[src/rtl/inst_encoder.sv]
// Encodes mnemonic-indexed requests into MIPS32 instruction words and buffers them
// in a 2-entry FIFO; also counts delivered words and dropped illegal requests.
module inst_encoder (
    input  logic        clk,
    input  logic        rst,
    input  logic        in_valid,
    output logic        in_ready,
    input  logic [5:0]  in_mnem,
    input  logic [4:0]  in_rs,
    input  logic [4:0]  in_rt,
    input  logic [4:0]  in_rd,
    input  logic [4:0]  in_shamt,
    input  logic [15:0] in_imm,
    input  logic [25:0] in_target,
    output logic        out_valid,
    input  logic        out_ready,
    output logic [31:0] out_word,
    output logic        err,
    output logic [15:0] word_cnt,
    output logic [7:0]  err_cnt
);
    localparam logic [5:0] EXE_AND    = 6'b100100, EXE_OR    = 6'b100101;
    localparam logic [5:0] EXE_XOR    = 6'b100110, EXE_NOR   = 6'b100111;
    localparam logic [5:0] EXE_SLL    = 6'b000000, EXE_SRL   = 6'b000010;
    localparam logic [5:0] EXE_SRA    = 6'b000011, EXE_SLLV  = 6'b000100;
    localparam logic [5:0] EXE_SRLV   = 6'b000110, EXE_SRAV  = 6'b000111;
    localparam logic [5:0] EXE_ADD    = 6'b100000, EXE_ADDU  = 6'b100001;
    localparam logic [5:0] EXE_SUB    = 6'b100010, EXE_SUBU  = 6'b100011;
    localparam logic [5:0] EXE_SLT    = 6'b101010, EXE_SLTU  = 6'b101011;
    localparam logic [5:0] EXE_MULT   = 6'b011000, EXE_MULTU = 6'b011001;
    localparam logic [5:0] EXE_DIV    = 6'b011010, EXE_DIVU  = 6'b011011;
    localparam logic [5:0] EXE_MFHI   = 6'b010000, EXE_MFLO  = 6'b010010;
    localparam logic [5:0] EXE_MTHI   = 6'b010001, EXE_MTLO  = 6'b010011;
    localparam logic [5:0] EXE_ANDI   = 6'b001100, EXE_XORI  = 6'b001110;
    localparam logic [5:0] EXE_LUI    = 6'b001111, EXE_ORI   = 6'b001101;
    localparam logic [5:0] EXE_ADDI   = 6'b001000, EXE_ADDIU = 6'b001001;
    localparam logic [5:0] EXE_SLTI   = 6'b001010, EXE_SLTIU = 6'b001011;
    localparam logic [5:0] EXE_BEQ    = 6'b000100, EXE_BNE   = 6'b000101;
    localparam logic [5:0] EXE_BGTZ   = 6'b000111, EXE_BLEZ  = 6'b000110;
    localparam logic [5:0] EXE_LW     = 6'b100011, EXE_SW    = 6'b101011;
    localparam logic [5:0] EXE_J      = 6'b000010, EXE_JAL   = 6'b000011;
    localparam logic [5:0] EXE_REGIMM = 6'b000001;
    localparam logic [4:0] EXE_BLTZ   = 5'b00000,  EXE_BGEZ  = 5'b00001;
    localparam logic [4:0] EXE_BLTZAL = 5'b10000,  EXE_BGEZAL = 5'b10001;

    typedef enum logic [1:0] {FmtR, FmtI, FmtRegimm, FmtJ} fmt_e;

    fmt_e        w_fmt;
    logic [5:0]  w_op, w_funct;
    logic [4:0]  w_rs, w_rt, w_rd, w_sh;
    logic        w_legal, w_accept, w_push, w_pop;
    logic [31:0] w_word;

    logic [1:0]  r_count;
    logic [31:0] r_data0, r_data1;
    logic        r_err;
    logic [15:0] r_word_cnt;
    logic [7:0]  r_err_cnt;

    always_comb begin
        w_fmt   = FmtR;
        w_op    = 6'b000000;
        w_funct = 6'b000000;
        w_rs    = in_rs;
        w_rt    = in_rt;
        w_rd    = in_rd;
        w_sh    = 5'd0;
        w_legal = 1'b1;
        case (in_mnem)
            6'd0:  w_funct = EXE_AND;
            6'd1:  w_funct = EXE_OR;
            6'd2:  w_funct = EXE_XOR;
            6'd3:  w_funct = EXE_NOR;
            6'd4:  begin w_funct = EXE_SLL; w_rs = 5'd0; w_sh = in_shamt; end
            6'd5:  begin w_funct = EXE_SRL; w_rs = 5'd0; w_sh = in_shamt; end
            6'd6:  begin w_funct = EXE_SRA; w_rs = 5'd0; w_sh = in_shamt; end
            6'd7:  w_funct = EXE_SLLV;
            6'd8:  w_funct = EXE_SRLV;
            6'd9:  w_funct = EXE_SRAV;
            6'd10: w_funct = EXE_ADD;
            6'd11: w_funct = EXE_ADDU;
            6'd12: w_funct = EXE_SUB;
            6'd13: w_funct = EXE_SUBU;
            6'd14: w_funct = EXE_SLT;
            6'd15: w_funct = EXE_SLTU;
            6'd16: begin w_funct = EXE_MULT;  w_rd = 5'd0; end
            6'd17: begin w_funct = EXE_MULTU; w_rd = 5'd0; end
            6'd18: begin w_funct = EXE_DIV;   w_rd = 5'd0; end
            6'd19: begin w_funct = EXE_DIVU;  w_rd = 5'd0; end
            6'd20: begin w_funct = EXE_MFHI; w_rs = 5'd0; w_rt = 5'd0; end
            6'd21: begin w_funct = EXE_MFLO; w_rs = 5'd0; w_rt = 5'd0; end
            6'd22: begin w_funct = EXE_MTHI; w_rt = 5'd0; w_rd = 5'd0; end
            6'd23: begin w_funct = EXE_MTLO; w_rt = 5'd0; w_rd = 5'd0; end
            6'd24: begin w_fmt = FmtI; w_op = EXE_ANDI; end
            6'd25: begin w_fmt = FmtI; w_op = EXE_XORI; end
            6'd26: begin w_fmt = FmtI; w_op = EXE_LUI; w_rs = 5'd0; end
            6'd27: begin w_fmt = FmtI; w_op = EXE_ORI; end
            6'd28: begin w_fmt = FmtI; w_op = EXE_ADDI; end
            6'd29: begin w_fmt = FmtI; w_op = EXE_ADDIU; end
            6'd30: begin w_fmt = FmtI; w_op = EXE_SLTI; end
            6'd31: begin w_fmt = FmtI; w_op = EXE_SLTIU; end
            6'd32: begin w_fmt = FmtI; w_op = EXE_BEQ; end
            6'd33: begin w_fmt = FmtI; w_op = EXE_BNE; end
            6'd34: begin w_fmt = FmtI; w_op = EXE_BGTZ; w_rt = 5'd0; end
            6'd35: begin w_fmt = FmtI; w_op = EXE_BLEZ; w_rt = 5'd0; end
            6'd36: begin w_fmt = FmtRegimm; w_rt = EXE_BLTZ; end
            6'd37: begin w_fmt = FmtRegimm; w_rt = EXE_BGEZ; end
            6'd38: begin w_fmt = FmtRegimm; w_rt = EXE_BLTZAL; end
            6'd39: begin w_fmt = FmtRegimm; w_rt = EXE_BGEZAL; end
            6'd40: begin w_fmt = FmtI; w_op = EXE_LW; end
            6'd41: begin w_fmt = FmtI; w_op = EXE_SW; end
            6'd42: begin w_fmt = FmtJ; w_op = EXE_J; end
            6'd43: begin w_fmt = FmtJ; w_op = EXE_JAL; end
            default: w_legal = 1'b0;
        endcase
    end

    always_comb begin
        case (w_fmt)
            FmtR:      w_word = {6'b000000, w_rs, w_rt, w_rd, w_sh, w_funct};
            FmtI:      w_word = {w_op, w_rs, w_rt, in_imm};
            FmtRegimm: w_word = {EXE_REGIMM, w_rs, w_rt, in_imm};
            default:   w_word = {w_op, in_target};
        endcase
    end

    // A full FIFO still accepts when the head leaves in the same cycle.
    assign in_ready  = !rst && ((r_count != 2'd2) || out_ready);
    assign w_accept  = in_valid && in_ready;
    assign w_push    = w_accept && w_legal;
    assign out_valid = (r_count != 2'd0);
    assign w_pop     = out_valid && out_ready;

    always_ff @(posedge clk) begin
        if (rst) begin
            r_count    <= 2'd0;
            r_data0    <= 32'd0;
            r_data1    <= 32'd0;
            r_err      <= 1'b0;
            r_word_cnt <= 16'd0;
            r_err_cnt  <= 8'd0;
        end else begin
            case ({w_push, w_pop})
                2'b10: begin
                    if (r_count == 2'd0) r_data0 <= w_word;
                    else                 r_data1 <= w_word;
                    r_count <= r_count + 2'd1;
                end
                2'b01: begin
                    r_data0 <= r_data1;
                    r_count <= r_count - 2'd1;
                end
                2'b11: begin
                    if (r_count == 2'd1) begin
                        r_data0 <= w_word;
                    end else begin
                        r_data0 <= r_data1;
                        r_data1 <= w_word;
                    end
                end
                default: ;
            endcase
            r_err <= w_accept && !w_legal;
            if (w_accept && !w_legal && (r_err_cnt != 8'hFF)) r_err_cnt <= r_err_cnt + 8'd1;
            if (w_pop) r_word_cnt <= r_word_cnt + 16'd1;
        end
    end

    assign out_word = r_data0;
    assign err      = r_err;
    assign word_cnt = r_word_cnt;
    assign err_cnt  = r_err_cnt;

endmodule
[config.mk]
export PLATFORM = sky130hd
export DESIGN_NAME = inst_encoder
export DESIGN_NICKNAME = d
export VERILOG_FILES = /design/src/rtl/inst_encoder.sv
export SDC_FILE = /design/constraint.sdc
export NUM_CORES = 1
export LEC_CHECK = 0
export CORE_ASPECT_RATIO = 1.2
export CORE_MARGIN = 4
export CORE_UTILIZATION = 44
export CTS_CLUSTER_SIZE = 8
export DETAILED_ROUTE_END_ITERATION = 10
export PLACE_DENSITY = 0.78
export SLEW_MARGIN = 20
export SYNTH_ARGS = -nofsm -noshare
export SYNTH_HDL_FRONTEND = slang
export SYNTH_SLANG_ARGS = --single-unit
[constraint.sdc]
create_clock -name clk -period 2.8 [get_ports clk]
set_clock_uncertainty 0.15 [all_clocks]
set_input_delay 0.7 -clock clk [delete_from_list [all_inputs] [get_ports clk]]
set_output_delay 0.7 -clock clk [all_outputs]
set_load 0.005 [all_outputs]
==> impl_metrics.json <==
{
  "syn_nets": 648,
  "startpoint_type": "flip-flop",
  "synth_cells": 568,
  "diodes": 0,
  "cts_made_buffers": 9,
  "clock-sinks": 89,
  "p_sw_frac": 0.328,
  "dieArea_um2": 12300,
  "drive_above_1_share": 0.154,
  "area_delta_synth_final_pct": 47.8,
  "p_leak_uw": 0.00254,
  "multi_input_area_um2": 2670,
  "power.density_nw_per_um2": 667,
  "synth_cell_types": 61,
  "max_freq_mhz": 387,
  "layout_min_cycle_time_ps": 2580,
  "postSynthAreaPerCell_um2": 8.19,
  "grt_setup_unrepaired": "false",
  "grt_use_total": 0.252,
  "hold_viol": 0,
  "grt_pass1_wl_um": 24900,
  "critical_path.cell_chain": "inv_1 > ha_1 > nor2b_2 > nor2_2 > nand3_2 > inv_2 > ha_4 > and2_1 > nor2_1 > buf_4 > a211oi_1 > buf_4 > a222oi_1 > a211oi_1",
  "row_count": 40,
  "fill_cells": 802,
  "fin_util": 0.677,
  "worst_pin_slew_ps": 829,
  "design_area_um2": 6880,
  "hold_class": "flip-flop to flip-flop",
  "drv_slew": 0,
  "gp_congestion": 0.933,
  "pwr-share-seq": 0.358,
  "grt_overflow": 0,
  "ys.flop_type": "dfxtp_1",
  "drt_first_pass_iters": 5,
  "setup_violations": 0,
  "r2r_slack_ps": 220,
  "peakVddDrop_mv": 0.313,
  "ctsHoldBuffers": 0,
  "synthArstFlopShare": 0,
  "core_um2": 10200,
  "crit_path_end_kind": "flip-flop",
  "power.internal_uw": 3090,
  "chipHeight_um": 121,
  "synth_area_um2": 4650,
  "hold_ws_ps": 306,
  "final_cell_mix": "122 x clkdlybuf4s50_1, 89 x dfxtp_1, 72 x buf_4",
  "clk_path_buf_depth": 2,
  "synth_enable_flop_cells": 0,
  "slowest_stage": "dfxtp_1",
  "clkLatencyLatePin_ps": 340,
  "clockPowerShare": 0.249,
  "clk_pin_slew_ps": 60,
  "grt_pass1_vias": 5181,
  "drt_drc_violations_left": 0,
  "grt_max_degree": 78,
  "yosysSeqAreaShare": 0.383,
  "cts_tree": "built",
  "worstPathRequired_ps": 2900,
  "ys_ff_latch": 89,
  "cp_max_fo": 5,
  "max_slew_margin": 0.448,
  "io_pins": 131,
  "criticalPathCategory": "flip-flop to flip-flop",
  "crit_path_max_incr_delay_ps": 370,
  "outcome": "completed",
  "maxCapViolCount": 0,
  "die_w_um": 102,
  "final_common_cell": "clkdlybuf4s50_1",
  "initial_core_util": 0.458,
  "antenna_found_initial": 0,
  "via_per_inst": 5.97,
  "combPwrFrac": 0.393,
  "num_vias": 5201,
  "regArea_um2": 1780,
  "root_buffer": "clkbuf_16",
  "drt-initial-drc-count": 397,
  "nNetsFinal": 820,
  "synth_top_area_frac": 0.383,
  "yosysTopAreaCell": "dfxtp_1",
  "synth.area.top_cells": "dfxtp_1 38%, nor2_1 5.9%, a21oi_1 4.4%, a211oi_1 4.2%, a221oi_1 4.1%",
  "p_switching_uw": 1500,
  "crit_family": "simple AND/OR/NAND/NOR gates",
  "yosysWarnings": 0,
  "cts_max_level": 3,
  "drtAntennaViolNets": 0,
  "dp_hpwl_um": 11600,
  "port_buffers": 129,
  "dpl_cell_area_um2": 6520,
  "routed_wl_um": 15600,
  "worst-path-buf-inv": 4,
  "drt-wirelength-per-cell_um": 17.9,
  "critPathArrivalTime_ps": 2690,
  "min_period_over_period": 0.922
}
==> power groups by stage <==
stage | Clock (uW) | Combinational (uW) | Sequential [uW]
floorplan | 0 | 832 | 1650
global placement | 0 | 1720 | 1660
detailed placement | 0 | 1770 | 1660
CTS | 1160 | 1790 | 1640
global route | 1220 | 1960 | 1670
finish | 1140 | 1800 | 1640
==> worst min-delay path, delay by kind of cell (launching register included) <==
kind / cells / cell delay [ps]
flops: 1 / 310
simple gates: 1 / 50
compound gates: 1 / 50
==> worst paths after layout <==
path	from	end	cells after the start
worst max-delay path	r_count[0]	out_word[22]	14
worst min register to register	r_data1[20]	r_data1[20]	2
worst max register to register	r_count[0]	out_word[22]	14
worst min-delay path	r_data1[20]	r_data1[20]	2
==> state kept, by name, summed over array words and instances, names as in the netlist <==
signal    cells
word_cnt     16
err_cnt       8
err           1
r_data1      31
r_count       2
out_word     31
==> through the flow <==
step,TNS [ps],total power (uW),cells,worst slack (ps)
final,0,4590,871,219
after global routing,0,4860,871,29.1
after CTS,0,4580,870,1.74
after detailed placement,-20640,3430,854,-639
after global placement,-15070,3380,854,-470
after floorplan,0,2480,568,48.5
==> logic make-up (layout without fill, tap and decap cells) <==
kind of cell / count (synthesis) / in the layout / synth area share
multiplexers: 1 / 1 / 0.00242
AND/OR/NAND/NOR: 213 / 213 / 0.219
adder cells (fa/ha/maj): 9 / 9 / 0.0237
buffers and inverters: 56 / 233 / 0.0556
XOR/XNOR: 23 / 23 / 0.0433
AO/OA/AOI/OAI: 176 / 176 / 0.272
flip-flops: 89 / 89 / 0.383
other: 1 / 1 / 0.000806
==> synth_stat cells, drive strengths merged (11+ instances only) <==
cell type,n
a221oi,22
a211oi,26
nor2,74
o211ai,11
xnor2,12
clkbuf,27
dfxtp,89
nand2,44
xor2,11
nand3,12
o21ai,14
nor3,32
a21oi,41
buf,19
==> metal layers <==
layer  global-route usage  wire (um)  vias up
met3               0.0421       1040       33
li1                     -          -     2451
met1                0.306       6320     2488
met4               0.0952        343        0
met5                    0          0        -
met2                0.439       7920      229
==> what timing repair did <==
| item | 4_1_cts | 5_1_grt |
|---|---|---|
| setup endpoints to repair | 17 | 37 |
| hold endpoints to repair | 0 | 0 |
| pin swaps | 4 | 7 |
| cloned | 0 | 0 |
| resized for setup | 10 | 10 |
| setup buffers | 0 | 1 |
==> cell type report <==
class / instances / share of cell area
sequential: 89 / 0.259
clock buffer: 12 / 0.0373
clock inverter: 4 / 0.00400
tap: 126 / 0.0229
multi-input combinational: 423 / 0.388
inverter: 10 / 0.00546
timing repair buffer: 207 / 0.283
Power figures use the tool's default switching activity.
